**src/rtl/midori_seq_pkg.sv**
```systemverilog
// Shared types and default dimensions for the Midori masked S-box sequencer.
// Holds the FSM state enum, the state/nibble/randomness widths and the
// nibble index type used by the issue and collect counters.
package midori_seq_pkg;

  localparam int unsigned NIBBLES  = 16;
  localparam int unsigned SBOX_LAT = 4;
  localparam int unsigned R_OFS    = 2;
  localparam int unsigned RW       = 8;

  localparam int unsigned STATE_W  = 4 * NIBBLES;
  localparam int unsigned IDX_W    = $clog2(NIBBLES);
  localparam int unsigned POS_W    = IDX_W + 2;

  typedef logic [IDX_W-1:0] nib_idx_t;

  typedef enum logic [1:0] {
    ST_IDLE,
    ST_RUN,
    ST_DRAIN,
    ST_DONE
  } seq_state_t;

endpackage

```
**src/rtl/midori_share_shifter.sv**
```systemverilog
// Three-share loadable nibble shift register feeding the S-box one nibble
// at a time. Each shift rotates the shares right by one nibble so the next
// nibble to issue always sits in bits [3:0].
// Ports:
//   clk, rst        clock, synchronous active-high reset
//   load            capture d1..d3 (takes priority over shift)
//   shift           rotate all shares right by one nibble
//   clear           zero all shares (highest priority after reset)
//   d1, d2, d3      share load data
//   nib1..nib3      current low nibble of each share
module midori_share_shifter
  import midori_seq_pkg::*;
(
  input  logic               clk,
  input  logic               rst,
  input  logic               load,
  input  logic               shift,
  input  logic               clear,
  input  logic [STATE_W-1:0] d1,
  input  logic [STATE_W-1:0] d2,
  input  logic [STATE_W-1:0] d3,
  output logic [3:0]         nib1,
  output logic [3:0]         nib2,
  output logic [3:0]         nib3
);

  logic [STATE_W-1:0] sr1, sr2, sr3;

  // Share storage: clear wipes residue, load captures, shift rotates.
  always_ff @(posedge clk) begin
    if (rst || clear) begin
      sr1 <= '0;
      sr2 <= '0;
      sr3 <= '0;
    end else if (load) begin
      sr1 <= d1;
      sr2 <= d2;
      sr3 <= d3;
    end else if (shift) begin
      sr1 <= {sr1[3:0], sr1[STATE_W-1:4]};
      sr2 <= {sr2[3:0], sr2[STATE_W-1:4]};
      sr3 <= {sr3[3:0], sr3[STATE_W-1:4]};
    end
  end

  assign nib1 = sr1[3:0];
  assign nib2 = sr2[3:0];
  assign nib3 = sr3[3:0];

endmodule

```
**src/rtl/midori_sbox_seq.sv**
```systemverilog
// Sequencer streaming a 64-bit 3-share Midori state through one shared
// 4-bit 3-share masked S-box, one nibble per cycle. Consumes one fresh
// random word per issued nibble, delays it to the S-box refresh stage,
// tracks in-flight nibbles with valid tags and reassembles the results.
// Optional feature macro: SHARE_CLEAR_EN (zero result regs on handshake and
// input shift regs after the last issue).
// Ports:
//   clk, rst                   clock, synchronous active-high reset
//   start / start_ready        state request handshake (ready in IDLE)
//   st1_in..st3_in             input shares, sampled on accepted start
//   rnd / rnd_valid / rnd_ready  PRNG stream, consumed on each issue
//   sb_in1..sb_in3, sb_r       to the external S-box (nibble shares, refresh)
//   sb_out1..sb_out3           from the external S-box
//   out_valid / out_ready      result handshake (valid in DONE)
//   st1_out..st3_out           result shares
module midori_sbox_seq
  import midori_seq_pkg::*;
(
  input  logic               clk,
  input  logic               rst,
  input  logic               start,
  output logic               start_ready,
  input  logic [STATE_W-1:0] st1_in,
  input  logic [STATE_W-1:0] st2_in,
  input  logic [STATE_W-1:0] st3_in,
  input  logic [RW-1:0]      rnd,
  input  logic               rnd_valid,
  output logic               rnd_ready,
  output logic [3:0]         sb_in1,
  output logic [3:0]         sb_in2,
  output logic [3:0]         sb_in3,
  output logic [RW-1:0]      sb_r,
  input  logic [3:0]         sb_out1,
  input  logic [3:0]         sb_out2,
  input  logic [3:0]         sb_out3,
  output logic               out_valid,
  input  logic               out_ready,
  output logic [STATE_W-1:0] st1_out,
  output logic [STATE_W-1:0] st2_out,
  output logic [STATE_W-1:0] st3_out
);

  seq_state_t          state;
  nib_idx_t            issue_cnt;
  nib_idx_t            collect_cnt;
  logic [SBOX_LAT-1:0] tag_sr;
  logic [RW-1:0]       r_dly [R_OFS];
  logic [3:0]          nib1, nib2, nib3;
  logic [POS_W-1:0]    wr_pos;
  logic                accept, issue, last_issue, capture, last_capture;
  logic                shift_clear;

  // Handshake flags decode straight from the state register.
  assign start_ready = (state == ST_IDLE);
  assign rnd_ready   = (state == ST_RUN);
  assign out_valid   = (state == ST_DONE);

  // Per-cycle issue/capture decisions.
  always_comb begin
    accept       = (state == ST_IDLE) && start;
    issue        = (state == ST_RUN) && rnd_valid;
    last_issue   = issue && (issue_cnt == nib_idx_t'(NIBBLES - 1));
    capture      = ((state == ST_RUN) || (state == ST_DRAIN)) && tag_sr[SBOX_LAT-1];
    last_capture = capture && (collect_cnt == nib_idx_t'(NIBBLES - 1));
    wr_pos       = {collect_cnt, 2'b00};
  end

  // Bubbles and non-RUN cycles present an all-zero nibble to the S-box.
  assign sb_in1 = issue ? nib1 : 4'h0;
  assign sb_in2 = issue ? nib2 : 4'h0;
  assign sb_in3 = issue ? nib3 : 4'h0;
  assign sb_r   = r_dly[R_OFS-1];

`ifdef SHARE_CLEAR_EN
  assign shift_clear = last_issue;
`else
  assign shift_clear = 1'b0;
`endif

  midori_share_shifter u_in_shifter (
    .clk   (clk),
    .rst   (rst),
    .load  (accept),
    .shift (issue),
    .clear (shift_clear),
    .d1    (st1_in),
    .d2    (st2_in),
    .d3    (st3_in),
    .nib1  (nib1),
    .nib2  (nib2),
    .nib3  (nib3)
  );

  // FSM, in-flight tags, refresh delay line and result reassembly.
  always_ff @(posedge clk) begin
    if (rst) begin
      state       <= ST_IDLE;
      issue_cnt   <= '0;
      collect_cnt <= '0;
      tag_sr      <= '0;
      for (int i = 0; i < R_OFS; i++) r_dly[i] <= '0;
      st1_out     <= '0;
      st2_out     <= '0;
      st3_out     <= '0;
    end else begin
      tag_sr   <= {tag_sr[SBOX_LAT-2:0], issue};
      r_dly[0] <= issue ? rnd : '0;
      for (int i = 1; i < R_OFS; i++) r_dly[i] <= r_dly[i-1];

      if (issue) issue_cnt <= nib_idx_t'(issue_cnt + 1'b1);

      if (capture) begin
        st1_out[wr_pos +: 4] <= sb_out1;
        st2_out[wr_pos +: 4] <= sb_out2;
        st3_out[wr_pos +: 4] <= sb_out3;
        collect_cnt          <= nib_idx_t'(collect_cnt + 1'b1);
      end

      unique case (state)
        ST_IDLE: begin
          if (start) begin
            state       <= ST_RUN;
            issue_cnt   <= '0;
            collect_cnt <= '0;
          end
        end
        ST_RUN: begin
          if (last_issue) state <= ST_DRAIN;
        end
        ST_DRAIN: begin
          if (last_capture) state <= ST_DONE;
        end
        ST_DONE: begin
          if (out_ready) begin
            state <= ST_IDLE;
`ifdef SHARE_CLEAR_EN
            st1_out <= '0;
            st2_out <= '0;
            st3_out <= '0;
`endif
          end
        end
        default: state <= ST_IDLE;
      endcase
    end
  end

endmodule

```
**config.mk**
```make
export PLATFORM = sky130hd
export DESIGN_NAME = midori_sbox_seq
export DESIGN_NICKNAME = d
export VERILOG_FILES = /design/src/rtl/midori_seq_pkg.sv /design/src/rtl/midori_share_shifter.sv /design/src/rtl/midori_sbox_seq.sv
export SDC_FILE = /design/constraint.sdc
export NUM_CORES = 1
export LEC_CHECK = 0
export CAP_MARGIN = 20
export CORE_AREA = 2 2 170 172
export DETAILED_ROUTE_END_ITERATION = 8
export DIE_AREA = 0 0 172 174
export DONT_BUFFER_PORTS = 1
export HOLD_SLACK_MARGIN = 0.08
export MAX_ROUTING_LAYER = met4
export PLACE_DENSITY = 0.76
export SYNTH_ARGS = -nofsm -noshare
export SYNTH_HDL_FRONTEND = slang
export SYNTH_SLANG_ARGS = --single-unit
```
**constraint.sdc**
```tcl
create_clock -name clk -period 4 [get_ports clk]
set_input_delay 0.2 -clock clk [delete_from_list [all_inputs] [get_ports clk]]
set_output_delay 0.2 -clock clk [all_outputs]
set_load 0.01 [all_outputs]
```
==> results of run 1 <==
## sequential cells by signal, summed over array words and instances (netlist names)
| signal | cells |
|---|---|
| u_in_shifter.sr1 | 64 |
| st2_out | 64 |
| st1_out | 64 |
| u_in_shifter.sr3 | 64 |
| r_dly | 16 |
| u_in_shifter.sr2 | 64 |
| tag_sr | 4 |
| st3_out | 64 |
| collect_cnt | 4 |
| state | 2 |
| issue_cnt | 4 |
## power by group
part | internal (mW) | switching, mW
combinational | 1.11 | 1.48
clock | 2.60 | 1.61
sequential | 4.76 | 0.356
total | 8.47 | 3.44
## final cells by class
| type | count | area (um2) |
|---|---|---|
| Fill cell | 1901 | 7310 |
| Multi-Input combinational cell | 1323 | 7950 |
| Sequential cell | 414 | 8290 |
| Antenna cell | 7 | 17.5 |
| Tap cell | 384 | 480 |
| Inverter | 6 | 22.5 |
| Clock inverter | 13 | 224 |
| Clock buffer | 60 | 1270 |
| Timing Repair Buffer | 262 | 2670 |
## cell usage in the layout, fill, tap and decap left out, types with 13 or more instances in the layout
cell | netlist | final
nand2_1 | 425 | 423
dfxtp_1 | 414 | 414
dlygate4sd3_1 | 0 | 242
nor2_1 | 207 | 207
nand2b_1 | 195 | 195
a311oi_1 | 180 | 180
mux2i_1 | 179 | 179
clkbuf_16 | 0 | 45
a21oi_1 | 28 | 28
and3_1 | 14 | 14
a211oi_1 | 13 | 13
nor2b_1 | 13 | 13
buf_4 | 17 | 13
## metrics by stage
stage | hold slack, ps | cells
4_1_cts | 90.3 | 2462
2_1_floorplan | 322 | 1911
3_3_place_gp | 306 | 2146
5_1_grt | 107 | 2468
6_report | 119 | 2469
3_5_place_dp | 301 | 2146
## worst min-delay path by stage
| stage | start | to | slack [ps] | cells past startpoint |
|---|---|---|---|---|
| 2_1_floorplan | rnd[0] | r_dly[0][0]$_SDFF_PP0_ | 320 | 1 |
| 3_3_place_gp | rst | st3_out[2]$_SDFFE_PP0P_ | 310 | 1 |
| 3_5_place_dp | rst | st3_out[2]$_SDFFE_PP0P_ | 300 | 1 |
| 4_1_cts | rst | st3_out[50]$_SDFFE_PP0P_ | 90 | 2 |
| 5_1_grt | sb_out1[2] | st1_out[18]$_SDFFE_PP0P_ | 110 | 2 |
| 6_report | sb_out1[3] | st1_out[27]$_SDFFE_PP0P_ | 120 | 2 |
## per-layer routing
metal	vias up	share of wire, %	GRT usage, %	wire length, um
met3	148	9.4	10.1	4760
li1	6777	-	-	-
met4	0	4.0	15.8	2060
met5	-	0	-	0
met1	6933	37	36.7	19000
met2	615	49	55.6	25000
## worst reg2reg max path, stage by stage, from the launching register on
cell,delay [ps]
dfxtp_1,330
inv_1,110
ha_1,180
buf_4,280
and2_4,730
buf_4,450
nand2_1,140
a311oi_1,320
dlygate4sd3_1,590
## cell families (layout without fill, tap and decap cells)
family / after synthesis / after routing
muxes: 179 / 179
DFF: 414 / 414
adders and majority gates: 9 / 9
buffers and inverters: 174 / 341
xor gates and xnor gates: 9 / 9
other: 0 / 7
AOI/OAI and AO/OA: 233 / 233
and+or+nand+nor: 893 / 893
==> run summary, run 1 <==
Clk_lat worst skew - 530 ps
Drt wl/cell - 20.6 um
Largest cells by area after synthesis - dfxtp_1 49%, mux2i_1 11%, nand2_1 9.4%
Initial antenna violation count - 5
Hold-fix buffers, CTS - 243
YS warnings - 0
FF-to-FF path depth - 8
Leakage - 8.24 nW
DRT antenna net count - 0
First-pass DRT Iterations - 5
Layout Utilization - 74.1%
WP buf/inv - 4
CP Capture Type - register
Finished Cell Area - 20900 um2
Crit path max-delay family - buffers and inverters
Reg2reg start - state[1]$_SDFFE_PP0P_
Async S/R FF share, synth - 0%
Clock root cell - clkbuf_16
Crit-path most repeated cell - buf_4
Area share of the largest cell type after synthesis - 48.8%
Worst Tran Pin Value - 1290 ps
Post-synthesis xor/xnor area fraction - 0.464%
Peak Freq - 0.315 GHz
GRT Total Usage - 33.5%
Setup WS pre-CTS - 1230 ps
Mapped Avg Cell Area - 8.89 um2
Minimum clock period - 3170 ps
RSZ-0062 raised after global routing - false
Critical path class - register to register
Largest stage delay on the critical path - 720 ps
Worst Skew - 10.4 ps
Worst setup path endpoint - u_in_shifter.sr3[21]$_SDFFE_PP0P_
EDFF count, synth - 0
Placeable core region - 28200 um2
Layout Area Growth over Synthesis - 23.1%
Drc violations - 0
Synth cell types - 44
Max VDD drop - 0.477 mV
Gp weighted congestion - 0.844
Final hold vios - 0
Vias/cell - 5.86
Slew HR - 14.2%
Largest family of logic cells by synthesized area - simple AND/OR/NAND/NOR gates
Worst EP required - 4460 ps
Critical path's slowest cell - and2_4
Vias in the first global route - 14500
Placement Rows - 62
CP arrival - 3630 ps
Status - finished clean
Layout cells sized above 1 - 5.00%
Total power - 11.9 mW
Most instantiated library cell after synthesis - nand2_1
Hold Crit Class - input port to register
Flops & latches, synth - 414
DIE HEIGHT - 174 um
Vias - 14500
Sequential area share after synthesis - 48.8%
Period utilization - 79.3%
Max_cap viols - 0
Synth Area in Adders - 0.663%
Routed WL - 50800 um
Dpl cell area - 17000 um2
IO buf count - 0
Nets - 2275
Setup_tns - 0 ps
Min setup slack post-route - 830 ps
FF-to-FF setup slack - 830 ps
Die footprint - 29900 um2
Post-synthesis compound-gate area fraction - 11.2%
Initial Utilization - 60.2%
Synth top cells by count - 425 x nand2_1, 414 x dfxtp_1, 207 x nor2_1, 195 x nand2b_1, 180 x a311oi_1
Startpoint types - register
Clock Path Buffers - 3
H-tree depth reported by CTS - 2
Mux share of post-synthesis cell area - 10.5%
Leading area contributor after synthesis - dfxtp_1
Post-synthesis cell area - 17000 um2
DR iter-0 viols - 1079
Mapped Nets - 2137
Post-CTS Setup Repair Bufs - 0
Global route total overflow - 0
TritonCTS clock tree - yes
Chip Width - 172 um
CP cell instances - inv_1 -> ha_1 -> buf_4 -> and2_4 -> buf_4 -> nand2_1 -> a311oi_1 -> dlygate4sd3_1
HPWL Detailed - 29700 um
Max FO, Critical Path - 72
PD cells - 569 nW/um2
Stages on worst setup path - 8
Global-route wire length before repair - 78200 um
Clk sink count - 414
Clock transition at path regs - 60 ps
Synth Instances - 1911
TritonCTS Buffers - 42
I/O pin cnt - 432
Largest net degree at the start of global routing - 294
Post-cts gate resize count - 0
Critical R2R Capture - u_in_shifter.sr3[21]$_SDFFE_PP0P_
Critical Path Source - state[1]$_SDFFE_PP0P_
Max-slew violation count - 0
Final setup viols - 0
Main synth FF type - dfxtp_1
Synth Area in Simple Gates - 23.8%
Power figures use the tool's default switching activity.
==> run 2, diff against run 1 <==
--- a/config.mk
+++ b/config.mk
@@ -6,13 +6,12 @@
 export NUM_CORES = 1
 export LEC_CHECK = 0
 export CAP_MARGIN = 20
-export CORE_AREA = 2 2 170 172
+export CORE_UTILIZATION = 63
 export DETAILED_ROUTE_END_ITERATION = 8
-export DIE_AREA = 0 0 172 174
 export DONT_BUFFER_PORTS = 1
 export HOLD_SLACK_MARGIN = 0.08
 export MAX_ROUTING_LAYER = met4
-export PLACE_DENSITY = 0.76
+export PLACE_DENSITY = 0.79
 export SYNTH_ARGS = -nofsm -noshare
 export SYNTH_HDL_FRONTEND = slang
 export SYNTH_SLANG_ARGS = --single-unit
==> constraint.sdc (replaced) <==
create_clock -name clk -period 2.92 [get_ports clk]
set_input_delay 0.146 -clock clk [delete_from_list [all_inputs] [get_ports clk]]
set_output_delay 0.146 -clock clk [all_outputs]
set_load 0.01 [all_outputs]
==> run 2 against run 1 <==
The flow now finishes with violations (DRC). First-iteration DRC count rose by 7.6%. Wire length increased by 2.5%. Clock power grew 35%. Non-clock buffer count up 20. Critical endpoint is now u_in_shifter.sr3[50]$_SDFFE_PP0P_.
==> run summary, run 2 (synthesis results as in run 1) <==
Clk sink count - 414
Placement Rows - 59
Fill cell count - 1536
Vias in the first global route - 15000
Max-slew violation count - 0
TritonCTS clock tree - yes
DIE HEIGHT - 166 um
RSZ-0062 raised after global routing - false
Clock root cell - clkbuf_16
Worst EP required - 3390 ps
Internal Power - 11.8 mW
Status - complete, but fails checks
Most frequent cells in the layout - 423 x nand2_1, 414 x dfxtp_1, 247 x dlygate4sd3_1
Worst Tran Pin Value - 930 ps
TritonCTS Buffers - 43
Clk pwr share - 33.9%
Max FO, Critical Path - 101
Initial Utilization - 64.7%
Clk_lat worst skew - 530 ps
Register area - 8290 um2
H-tree depth reported by CTS - 2
Final setup viols - 0
PD cells - 794 nW/um2
Slew HR - 38.0%
CP Capture Type - register
Seq pwr share - 42.1%
Max VDD drop - 0.693 mV
Leakage - 8.48 nW
I/O pin cnt - 432
Clock transition at path regs - 60 ps
Largest net degree at the start of global routing - 232
Switching Fraction - 29.5%
GRT Total Usage - 37.7%
Global-route wire length before repair - 81400 um
DR iter-0 viols - 1161
Placeable core region - 26300 um2
CP arrival - 3320 ps
Global route total overflow - 0
Multi-input gate area - 7970 um2
Cells after DPL - 2112
Final Non-Filler Cells - 2439
Minimum clock period - 2850 ps
Die footprint - 27600 um2
Vias - 14900
Period utilization - 97.7%
Chip Width - 166 um
Routed WL - 52100 um
First-pass DRT Iterations - 9
Final hold vios - 0
Failing checks - DRC
IO buf count - 0
Most common cell after layout, fill and taps aside - nand2_1
DRT antenna net count - 0
Drc violations - 29
Max_cap viols - 0
Initial antenna violation count - 1
Drt wl/cell - 21.4 um
Setup_tns - 0 ps
Nets - 2296
Peak Freq - 0.351 GHz
Hold Crit Class - input port to register
Critical path class - register to register
Startpoint types - register
Setup WS pre-CTS - 684 ps
Total power - 16.7 mW
Clock Path Buffers - 3
Worst Skew - 15.4 ps
P_sw - 4.93 mW
Layout cells sized above 1 - 5.94%
Vias/cell - 6.11
Combinational power share - 24.0%
HPWL Detailed - 29300 um
Layout Area Growth over Synthesis - 23.9%
Gp weighted congestion - 0.853
Min setup slack post-route - 67.7 ps
-- run 2: cell count changes in the layout (fill, tap and decap cells not counted), sizes merged --
cell / previous run / this run
buf: 20 / 35
bufinv: 6 / 3
clkbuf: 60 / 63
clkinv: 5 / 11
clkinvlp: 2 / 0
diode: 7 / 1
dlygate4sd3: 242 / 247
inv: 6 / 7
-- run 2: power groups by stage --
stage	combinational, mW	sequential (mW)	clock, mW
after floorplan	2.22	6.94	0
after global placement	2.68	7.06	0
after detailed placement	2.76	7.07	0
after CTS	3.79	6.98	5.66
after global routing	4.37	7.11	5.92
final	4.02	7.04	5.66
-- run 2: worst paths after layout --
kind / to / start / depth (start not counted) / slack, ps
worst max-delay path: u_in_shifter.sr3[50]$_SDFFE_PP0P_ / state[1]$_SDFFE_PP0P_ / 8 / 70
worst min-delay path: st2_out[48]$_SDFFE_PP0P_ / rst / 2 / 120
worst min register to register: u_in_shifter.sr1[12]$_SDFFE_PP0P_ / u_in_shifter.sr1[16]$_SDFFE_PP0P_ / 2 / 480
worst max register to register: u_in_shifter.sr3[50]$_SDFFE_PP0P_ / state[1]$_SDFFE_PP0P_ / 8 / 70
-- run 2: layout make-up --
cell class,count,area share (%)
Clock buffer,63,6.24
Timing Repair Buffer,282,13.7
Sequential cell,414,39.3
Antenna cell,1,0.0119
Clock inverter,15,0.784
Tap cell,335,1.99
Multi-Input combinational cell,1323,37.8
Inverter,6,0.107
-- run 2: per-layer routing --
metal	vias up	global-route usage, %	part of all wire [%]
met4	0	21.7	6.2
met5	-	-	0
met2	727	63.8	49
met3	217	11.1	9.4
met1	7152	39.2	36
li1	6818	-	-
-- run 2: stage by stage --
step | hold WS (ps) | cell area [um2] | util, %
floorplan | 268 | 17000 | -
global placement | 246 | 17100 | 64.9
detailed placement | 249 | 17100 | 64.9
CTS | 80.6 | 21000 | 80.1
global route | 114 | 21100 | 80.2
finish | 120 | 21100 | 80.2
-- run 2: repair_timing --
action | in CTS | in global routing
endpoints found under the setup margin | 0 | 5
buffers inserted | 0 | 0
hold buffers | 248 | 0
endpoints found under the hold margin | 406 | 0
resized for setup | 0 | 3
-- run 2: worst max-delay path, cell delays in order (launching register included) --
cell and delay, ps:
dfxtp_1 330, inv_1 110, ha_1 230, buf_4 290
and2_4 240, buf_16 310, nand2_1 140, a311oi_1 410
dlygate4sd3_1 630
==> run 3, diff against run 2 <==
--- a/config.mk
+++ b/config.mk
@@ -6,12 +6,14 @@
 export NUM_CORES = 1
 export LEC_CHECK = 0
 export CAP_MARGIN = 20
-export CORE_UTILIZATION = 63
+export CORE_ASPECT_RATIO = 1.4
+export CORE_UTILIZATION = 64
 export DETAILED_ROUTE_END_ITERATION = 8
 export DONT_BUFFER_PORTS = 1
 export HOLD_SLACK_MARGIN = 0.08
 export MAX_ROUTING_LAYER = met4
-export PLACE_DENSITY = 0.79
+export PLACE_DENSITY = 0.8
 export SYNTH_ARGS = -nofsm -noshare
 export SYNTH_HDL_FRONTEND = slang
+export SYNTH_HIERARCHICAL = 1
 export SYNTH_SLANG_ARGS = --single-unit
==> run 3 against run 2 <==
Largest power group unchanged. Die area increased by 5.2%. Register-to-register slack improved by 200 ps. Maximum frequency increased by 7.6%. Non-clock buffer count decreased by 30. The flow now finishes without violations. Area after synthesis increased by 6.9%. Final cell count decreased by 5.7%. Core utilization decreased by 2.7 points. Total power decreased by 15%. Combinational power decreased by 27%. Sequential share of layout area decreased by 0.77 points.
==> run summary, run 3 <==
Status - finished clean
Clk sink count - 414
Most common cell after layout, fill and taps aside - dfxtp_1
Clock root cell - clkbuf_16
Layout Area Growth over Synthesis - 18.3%
Max-slew violation count - 0
DIE HEIGHT - 201 um
Initial antenna violation count - 13
Initial Utilization - 65.5%
CP cell instances - inv_1 -> ha_1 -> nand3_1 -> buf_4 -> a211oi_4 -> buf_4 -> mux2i_1 -> nor2_1 -> dlygate4sd3_1
Final hold vios - 0
TritonCTS clock tree - yes
Hold path endpoint - u_in_shifter/sr3[63]$_SDFFE_PP0P_
Max VDD drop - 0.610 mV
First-pass DRT Iterations - 5
Placeable core region - 27700 um2
Hold Crit Class - input port to register
Leading area contributor after synthesis - dfxtp_1
Synth top cells by count - 414 x dfxtp_1, 196 x nand2_1, 194 x nand2b_1, 192 x mux2_2, 192 x o211a_1
FF-to-FF setup slack - 270 ps
Largest net degree at the start of global routing - 125
Global route total overflow - 0
Synth cell types - 45
Minimum clock period - 2650 ps
Post-synthesis cell area - 18200 um2
Clk_lat worst skew - 550 ps
PD cells - 659 nW/um2
EDFF count, synth - 0
WP buf/inv - 4
Drc violations - 0
Synth Instances - 1780
DR iter-0 viols - 876
Startpoint types - register
Largest cells by area after synthesis - dfxtp_1 46%, mux2_2 12%, o211a_1 11%
Final hold slack - 75.1 ps
RSZ-0062 raised after global routing - false
Mapped Nets - 2006
Area share of the largest cell type after synthesis - 45.6%
Largest stage delay on the critical path - 550 ps
WHS Path Cells - 3
Critical path's slowest cell - dlygate4sd3_1
Vias - 13700
Setup_tns - 0 ps
Final setup viols - 0
I/O pin cnt - 432
Async S/R FF share, synth - 0%
Worst Skew - 16.7 ps
DRT antenna net count - 0
Gp weighted congestion - 0.918
YS warnings - 6
Layout cells sized above 1 - 15.6%
Max FO, Critical Path - 23
Worst EP required - 3350 ps
Sequential area share after synthesis - 45.6%
Vias/cell - 5.96
Vias in the first global route - 13900
Most frequent cells in the layout - 412 x dfxtp_1, 219 x dlygate4sd3_1, 196 x nand2_1
Flops & latches, synth - 414
Placement Rows - 72
Period utilization - 90.8%
Main synth FF type - dfxtp_1
GRT Total Usage - 34.1%
Most instantiated library cell after synthesis - dfxtp_1
CP Capture Type - register
Chip Width - 144 um
Clock transition at path regs - 70 ps
Peak Freq - 0.377 GHz
TritonCTS Buffers - 38
FF-to-FF path depth - 9
Worst Tran Pin Value - 764 ps
CP arrival - 3080 ps
Nets - 2116
Crit-path most repeated cell - buf_4
Drt wl/cell - 21.6 um
Worst Hold Launch - rst
Critical R2R Capture - st2_out[38]$_SDFFE_PP0P_
Clock Path Buffers - 3
Post-CTS Setup Repair Bufs - 0
Leakage - 10.8 nW
H-tree depth reported by CTS - 2
HPWL Detailed - 30000 um
Routed WL - 49600 um
Global-route wire length before repair - 75100 um
Reg2reg start - state[0]$_SDFFE_PP0P_
Max_cap viols - 0
Die footprint - 29100 um2
Slew HR - 49.0%
Mapped Avg Cell Area - 10.2 um2
Critical path class - register to register
IO buf count - 0
Crit path max-delay family - buffers and inverters
==> run 3: worst max-delay path by stage <==
stage                              startpoint                        to  slack, ps  depth (start not counted)
finish                  state[0]$_SDFFE_PP0P_  st2_out[38]$_SDFFE_PP0P_        270                          9
global route            state[0]$_SDFFE_PP0P_  st2_out[38]$_SDFFE_PP0P_        100                          9
CTS                 collect_cnt[0]$_SDFF_PP0_  st2_out[38]$_SDFFE_PP0P_        160                          8
detailed placement  collect_cnt[1]$_SDFF_PP0_  st2_out[25]$_SDFFE_PP0P_        390                          5
global placement    collect_cnt[1]$_SDFF_PP0_  st3_out[25]$_SDFFE_PP0P_        570                          5
floorplan           collect_cnt[0]$_SDFF_PP0_   st2_out[4]$_SDFFE_PP0P_        760                          8
==> run 3: power by group <==
part | internal [mW] | total [mW] | leakage [nW] | switching, mW
clock network | 2.80 | 4.97 | 0.603 | 2.17
logic | 1.34 | 2.92 | 6.83 | 1.57
registers | 6.04 | 6.27 | 3.36 | 0.239
total | 10.2 | 14.2 | 10.8 | 3.98
==> run 3: per-stage QoR <==
| step | setup slack [ps] | cell area (um2) | power (mW) | instances | utilization [%] |
|---|---|---|---|---|---|
| after floorplan | 758 | 18200 | 8.52 | 1780 | - |
| after global placement | 568 | 18000 | 8.78 | 2000 | 64.9 |
| after detailed placement | 388 | 18000 | 8.86 | 2000 | 64.9 |
| after CTS | 162 | 21400 | 14.0 | 2284 | 77.3 |
| after global routing | 102 | 21500 | 14.7 | 2300 | 77.5 |
| final | 268 | 21500 | 14.2 | 2300 | 77.5 |
==> run 3: worst register-to-register path: cells and delay by family, from the launching register on <==
family / cells / cell delay [ps]
buffers and inverters: 4 / 1150
adders and majority gates: 1 / 420
DFF: 1 / 400
and+or+nand+nor: 2 / 210
muxes: 1 / 210
AOI/OAI and AO/OA: 1 / 160
==> run 3: repair_timing <==
action | in CTS | in global routing
endpoints found under the hold margin | 407 | 0
hold buffers | 220 | 0
endpoints found under the setup margin | 0 | 1
resized for setup | 0 | 2
==> run 3: cell families (layout without fill, tap and decap cells) <==
group | Yosys count | count (layout) | synth area share [%]
adder cells (fa/ha/maj) | 9 | 9 | 0.620
other | 1 | 17 | 0.0206
flip-flops | 414 | 414 | 45.6
AO/OA/AOI/OAI | 304 | 304 | 14.2
AND/OR/NAND/NOR | 551 | 551 | 15.6
XOR/XNOR | 8 | 8 | 0.386
multiplexers | 302 | 302 | 18.0
buffers and inverters | 191 | 325 | 5.61
==> run 3: layout make-up <==
type / instances / area, um2
Tap cell: 370 / 463
Timing Repair Buffer: 252 / 2560
Antenna cell: 16 / 40.0
Clock inverter: 14 / 171
Clock buffer: 50 / 1050
Fill cell: 1686 / 6250
Multi-Input combinational cell: 1175 / 8870
Inverter: 9 / 43.8
Sequential cell: 414 / 8290
==> run 3: layer usage <==
metal  GRT usage (%)  routed length (um)
met1            33.8               17400
met2            59.4               25600
met3            8.92                4000
met4            19.4                2680
met5               -                   0
